File: src/rtl/ace_snoop_cr_collector.sv
`default_nettype none
// ============================================================================
// Module   : ace_snoop_cr_collector
// Purpose  : Gathers one CR beat from every snooped port of a snoop transaction
//            and merges them into a single response plus a data-carrying mask.
// Revision : 1.0
// ============================================================================
module ace_snoop_cr_collector #(
    parameter int NO_SNOOP_PORTS = 4,
    parameter int CR_RESP_WIDTH  = 5
) (
    input  logic                                    clk_i,
    input  logic                                    rst_ni,
    input  logic                                    start_valid_i,
    output logic                                    start_ready_o,
    input  logic [NO_SNOOP_PORTS-1:0]               start_mask_i,
    input  logic [NO_SNOOP_PORTS-1:0]               cr_valid_i,
    output logic [NO_SNOOP_PORTS-1:0]               cr_ready_o,
    input  logic [NO_SNOOP_PORTS*CR_RESP_WIDTH-1:0] cr_resp_i,
    output logic                                    done_valid_o,
    input  logic                                    done_ready_i,
    output logic [CR_RESP_WIDTH-1:0]                merged_resp_o,
    output logic [NO_SNOOP_PORTS-1:0]               data_mask_o,
    output logic                                    busy_o
);

    typedef enum logic [1:0] {
        ST_IDLE    = 2'd0,
        ST_COLLECT = 2'd1,
        ST_DONE    = 2'd2
    } state_t;

    state_t                      r_state;
    state_t                      w_state_nxt;
    logic [NO_SNOOP_PORTS-1:0]   r_pending;
    logic [NO_SNOOP_PORTS-1:0]   w_pending_nxt;
    logic [NO_SNOOP_PORTS-1:0]   r_dmask;
    logic [NO_SNOOP_PORTS-1:0]   w_dmask_nxt;
    logic [NO_SNOOP_PORTS-1:0]   w_hs;
    logic [CR_RESP_WIDTH-1:0]    r_acc;
    logic [CR_RESP_WIDTH-1:0]    w_acc_nxt;

    always_ff @(posedge clk_i or negedge rst_ni) begin
        if (!rst_ni) begin
            r_state   <= ST_IDLE;
            r_pending <= '0;
            r_acc     <= '0;
            r_dmask   <= '0;
        end else begin
            r_state   <= w_state_nxt;
            r_pending <= w_pending_nxt;
            r_acc     <= w_acc_nxt;
            r_dmask   <= w_dmask_nxt;
        end
    end

    always_comb begin
        w_state_nxt   = r_state;
        w_pending_nxt = r_pending;
        w_acc_nxt     = r_acc;
        w_dmask_nxt   = r_dmask;
        w_hs          = '0;
        start_ready_o = 1'b0;
        cr_ready_o    = '0;
        done_valid_o  = 1'b0;
        merged_resp_o = '0;
        data_mask_o   = '0;

        case (r_state)
            ST_IDLE: begin
                start_ready_o = 1'b1;
                if (start_valid_i) begin
                    w_pending_nxt = start_mask_i;
                    w_acc_nxt     = '0;
                    w_dmask_nxt   = '0;
                    // An empty mask has nothing to wait for.
                    w_state_nxt   = (start_mask_i != '0) ? ST_COLLECT : ST_DONE;
                end
            end

            ST_COLLECT: begin
                // Ready only toward ports still owed a beat; stray CRs stay parked.
                cr_ready_o = r_pending;
                w_hs       = r_pending & cr_valid_i;
                for (int i = 0; i < NO_SNOOP_PORTS; i++) begin
                    if (w_hs[i]) begin
                        w_acc_nxt      = w_acc_nxt | cr_resp_i[i*CR_RESP_WIDTH +: CR_RESP_WIDTH];
                        w_dmask_nxt[i] = cr_resp_i[i*CR_RESP_WIDTH];
                    end
                end
                w_pending_nxt = r_pending & ~w_hs;
                if (w_pending_nxt == '0) begin
                    w_state_nxt = ST_DONE;
                end
            end

            ST_DONE: begin
                done_valid_o  = 1'b1;
                merged_resp_o = r_acc;
                data_mask_o   = r_dmask;
                if (done_ready_i) begin
                    w_state_nxt = ST_IDLE;
                end
            end

            default: begin
                w_state_nxt = ST_IDLE;
            end
        endcase
    end

    assign busy_o = (r_state != ST_IDLE);

endmodule
`default_nettype wire
File: config.mk
export PLATFORM = sky130hd
export DESIGN_NAME = ace_snoop_cr_collector
export DESIGN_NICKNAME = d
export VERILOG_FILES = /design/src/rtl/ace_snoop_cr_collector.sv
export SDC_FILE = /design/constraint.sdc
export NUM_CORES = 1
export LEC_CHECK = 0
export BUFFER_PORTS_ARGS = -buffer_cell sky130_fd_sc_hd__clkbuf_2
export CAP_MARGIN = 20
export CORE_MARGIN = 5
export CORE_UTILIZATION = 45
export CTS_CLUSTER_SIZE = 12
export DETAILED_ROUTE_END_ITERATION = 7
export GPL_TIMING_DRIVEN = 1
export HOLD_SLACK_MARGIN = 0.05
export PLACE_DENSITY = 0.89
export SYNTH_ARGS = -nofsm -noshare
export SYNTH_HDL_FRONTEND = slang
export SYNTH_SLANG_ARGS = --single-unit
File: constraint.sdc
create_clock -name clk_i -period 3.4 [get_ports clk_i]
set_input_delay 0.51 -clock clk_i [delete_from_list [all_inputs] [get_ports clk_i]]
set_output_delay 0.51 -clock clk_i [all_outputs]
set_load 0.005 [all_outputs]
# Yosys cells after proc, flatten, opt, wreduce, memory -nomap -nowiden
# Cells that the tools add are included.
[op_classes]
eq_ne = 9
mux = 27
bitwise_logic = 7
n_reduce_logical = 11
[op_table]
columns = ["operator", "count"]
rows = [
  ["$mux W5", 9],
  ["$or A5 B5 Y5", 4],
  ["$mux W4", 4],
  ["$pmux W4 S2", 2],
  ["$reduce_and A3 Y1", 5],
  ["$ne A2 B2 Y1 const B", 7],
  ["$pmux W5 S2", 1],
  ["$and A4 B4 Y4", 2],
  ["$mux W2", 4],
  ["$mux W1", 6],
  ["$pmux W2 S3", 1],
  ["$logic_not A4 Y1", 1],
  ["$not A4 Y4", 1],
  ["$reduce_bool A2 Y1", 2],
  ["$reduce_bool A4 Y1", 1],
  ["$eq A2 B1 Y1 const B", 1],
  ["$eq A2 B2 Y1 const B", 1],
  ["$logic_not A2 Y1", 1],
  ["$reduce_and A2 Y1", 1],
]
[word_totals]
reg_bits = 15
inputBits = 32
output_inout_bits = 16
word_cells = 61

# Depth between registers and ports, before layout
[depth]
depth_word = 12
mapped_depth = 4
ltp_nobuf = 3

# Worst setup path before layout
# Ideal clock, no wire load.
[synth_path]
path_type = "register to output"
start = "reg r_state[1]"
end = "out busy_o"
t_arrival_ns = 0.812
required_ns = 2.890
setup_slack_ns = 2.078
stages_incl_launch_ff = 4
n_path_buf = 1
path_cell_list = "dfrtp_1 -> buf_2 -> nor2_1 -> inv_1"
[synth_between]
elab_chain_len = 1
[synth_lines]
columns = ["element", "line", "text"]
rows = [
  ["start, declared", "33", "state_t r_state;"],
  ["start signal, assigned", "50", "r_state <= w_state_nxt;"],
  ["$reduce_bool A2 Y1", "112", "assign busy_o = (r_state != ST_IDLE);"],
  ["end, declared", "24", "output logic busy_o"],
]
# Every way passes these cells.

# Worst setup path after layout
[layout_path]
start = "reg r_state[0]"
end = "out cr_ready_o[0]"
[layout_between]
elab_chain_len = 2
[layout_lines]
columns = ["element", "line", "text"]
rows = [
  ["$eq A2 B1 Y1", "69", "case (r_state)"],
  ["$mux W4", "69", ""],
  ["end, declared", "18", "output logic [NO_SNOOP_PORTS-1:0] cr_ready_o,"],
]
# Every way passes these cells.

==> flow_summary.ini <==
[cts]
cts_buffer_depth = 2
post_cts_resized = 0
path_clk_slew_ns = 0.09
post-cts-setup-buffer-count = 0
clockRootBuffer = clkbuf_4
cts_buffers = 3
clock_latency_ns = 0.28
ctsHoldBuffers = 0
htree_levels = 1
cts_tree = done
cts_num_sinks = 15

[grt]
first_global_vias = 1133
antenna_found_initial = 0
grt_pass1_wl_mm = 4.83
grt.total_usage_pct = 18.0
overflow = 0
grt_max_degree = 24

[die]
floorplan.initialDensity_pct = 46.7
core-area_mm2 = 0.00221
die_area_mm2 = 0.00336
rows = 17
die_h_um = 57.9
fp.dieW_um = 57.9
pin_count = 48

[placed_design]
gp_congestion = 0.847
place_area_mm2 = 0.00126
detailed_place_hpwl_mm = 2.10
port_buffers = 47
dp_slack_ns = 1.55

[power_and_ir_drop]
power_mw = 0.850
leakagePower_nw = 0.614
p_per_area_mw_per_mm2 = 659
ir_drop_v = 0.000550

[min_path]
worstHoldPathType = input pin to async pin

[run_status]
status = finished clean

[sta]
skew_ns = 0.00540
rsz0062_at_grt = no
slew_headroom_pct = 57.4
period_minus_slack_ns = 2.18
max_freq_mhz = 458
tightest_slew_ns = 0.639
drv_slew = 0
finalCritPeriodShare_pct = 64.2
setup_viol = 0
hold_violations = 0
fin_ws_ns = 1.22
finalSetupTns_ns = 0

[detailed_routing]
wl_mm = 2.68
vias = 1078
post_drt_via_cell_ratio = 5.53
drc = 0
postRouteAntennaNets = 0
wl_per_cell_um = 13.8
first_pass_iters = 4
first_iter_violations = 23

[synthesis]
ys_async_sr_fraction_pct = 100
yosys_warnings = 0
ys_seq_area_share_pct = 36.3
synth-seq-cells = 15
netlist_instances = 124
synth_area_leaders = dfrtp_1 (36%), nand3_1 (9.7%), o21ai_1 (8.7%)
yosysTopAreaCellShare_pct = 36.3
synth_common_cells = nand3_1 (20), o21ai_1 (18), dfrtp_1 (15)
synth_edf_count = 0
yosysTopAreaCell = dfrtp_1
syn_nets = 156
synth.cell_area_mm2 = 0.00103
synth.most_common_cell = nand3_1
avgSynthCellArea_um2 = 8.33
yosysUniqueCellTypes = 28
synthFlopType = dfrtp_1

[worst_setup_path]
cp-end-kind = primary output
rrSetupSlack_ns = 1.88
crit_start = r_state[0]$_DFFE_PN0P_
reg2reg_from = r_state[0]$_DFFE_PN0P_
path_cells = nor2b_1, and2_1, clkbuf_2
worstPathRequired_ns = 2.89
cp_data_arrival_time_ns = 1.67
critical_path.endpoint = cr_ready_o[0]
crit_path_max_fanout = 23
startpoint_type = flip-flop
reg2reg_to = r_state[1]$_DFFE_PN0P_
r2r_cells = 3
slowest_delay_ns = 0.76
crit_slowest_cell = dfrtp_1
path_class = flip-flop to primary output

[final_layout]
nNetsFinal = 200
ff_latch_area_um2 = 375
fillCellCount = 206
num_antenna_cells = 0
multi_input_area_um2 = 607
area_growth_pct = 24.8
final_cell_area_mm2 = 0.00129
drive_above_1_share_pct = 32.9

[job]
cap_viol_max_count = 0
[cell families after synthesis]
family / share of synthesized area, %
AO/OA/AOI/OAI: 22.3
buffers and inverters: 4.96
flip-flops: 36.3
AND/OR/NAND/NOR: 36.4
[metrics by stage]
stage | util, % | cells | hold WS, ns
floorplan | - | 124 | 0.214
detailed placement | 57.0 | 191 | 0.438
CTS | 58.3 | 195 | 0.129
global placement | 57.0 | 191 | 0.428
finish | 58.3 | 195 | 0.124
global route | 58.3 | 195 | 0.132
[power breakdown]
group	leakage, nW	switching [mW]	total [mW]	internal [mW]
Clock	0.0139	0.0581	0.103	0.0446
Sequential	0.196	0.137	0.389	0.252
Combinational	0.404	0.163	0.358	0.194
Total	0.614	0.359	0.850	0.491
[critical path, delay by kind of cell, from the launching register on]
kind	cells	cell delay, ns
buffers and inverters	1	0.11
flip-flops	1	0.76
AND/OR/NAND/NOR	2	0.52
[worst min path at each step]
| stage | start | end | slack, ns | depth (start not counted) |
|---|---|---|---|---|
| 2_1_floorplan | rst_ni | r_acc[0]$_DFFE_PN0P_ | 0.21 | 0 |
| 3_3_place_gp | rst_ni | r_state[0]$_DFFE_PN0P_ | 0.43 | 1 |
| 3_5_place_dp | rst_ni | r_state[0]$_DFFE_PN0P_ | 0.44 | 1 |
| 4_1_cts | rst_ni | r_state[0]$_DFFE_PN0P_ | 0.13 | 1 |
| 5_1_grt | rst_ni | r_pending[0]$_DFFE_PN0P_ | 0.13 | 1 |
| 6_report | rst_ni | r_pending[1]$_DFFE_PN0P_ | 0.12 | 1 |
[layout by cell type (no fill, tap or decap)]
cell and count:
a211oi_1 1, a21boi_0 1, a21oi_1 5, a22o_1 3, a41o_1 1, and2_1 13, and2b_4 1, and3_1 1
and4_1 4, and4b_1 1, clkbuf_2 47, clkbuf_4 3, clkinvlp_4 1, dfrtp_1 15, inv_1 1, inv_2 1
nand2_1 6, nand2b_1 3, nand3_1 20, nor2_1 1, nor2b_1 12, nor2b_4 1, o21ai_0 1, o21ai_1 18
o21bai_1 1, o2bb2ai_1 3, o41ai_1 1, o41ai_2 1
[cell type report]
class | instances | area share (%)
Sequential cell | 15 | 29.1
Multi-Input combinational cell | 99 | 47.0
Timing Repair Buffer | 47 | 18.2
Clock buffer | 3 | 1.75
Clock inverter | 1 | 0.582
Tap cell | 28 | 2.72
Inverter | 2 | 0.582
[layer usage]
metal	track usage [%]	up-vias	wire length (um)
li1	-	533	-
met1	24.4	502	1180
met2	29.2	39	1320
met3	2.90	4	158
met4	5.96	0	21
met5	0	-	0
[state kept, by name, summed over array words and instances, names as in the netlist]
signal / flops
r_dmask: 4
r_state: 2
r_pending: 4
r_acc: 5
Note: power is estimated with default switching activity, not from simulation.
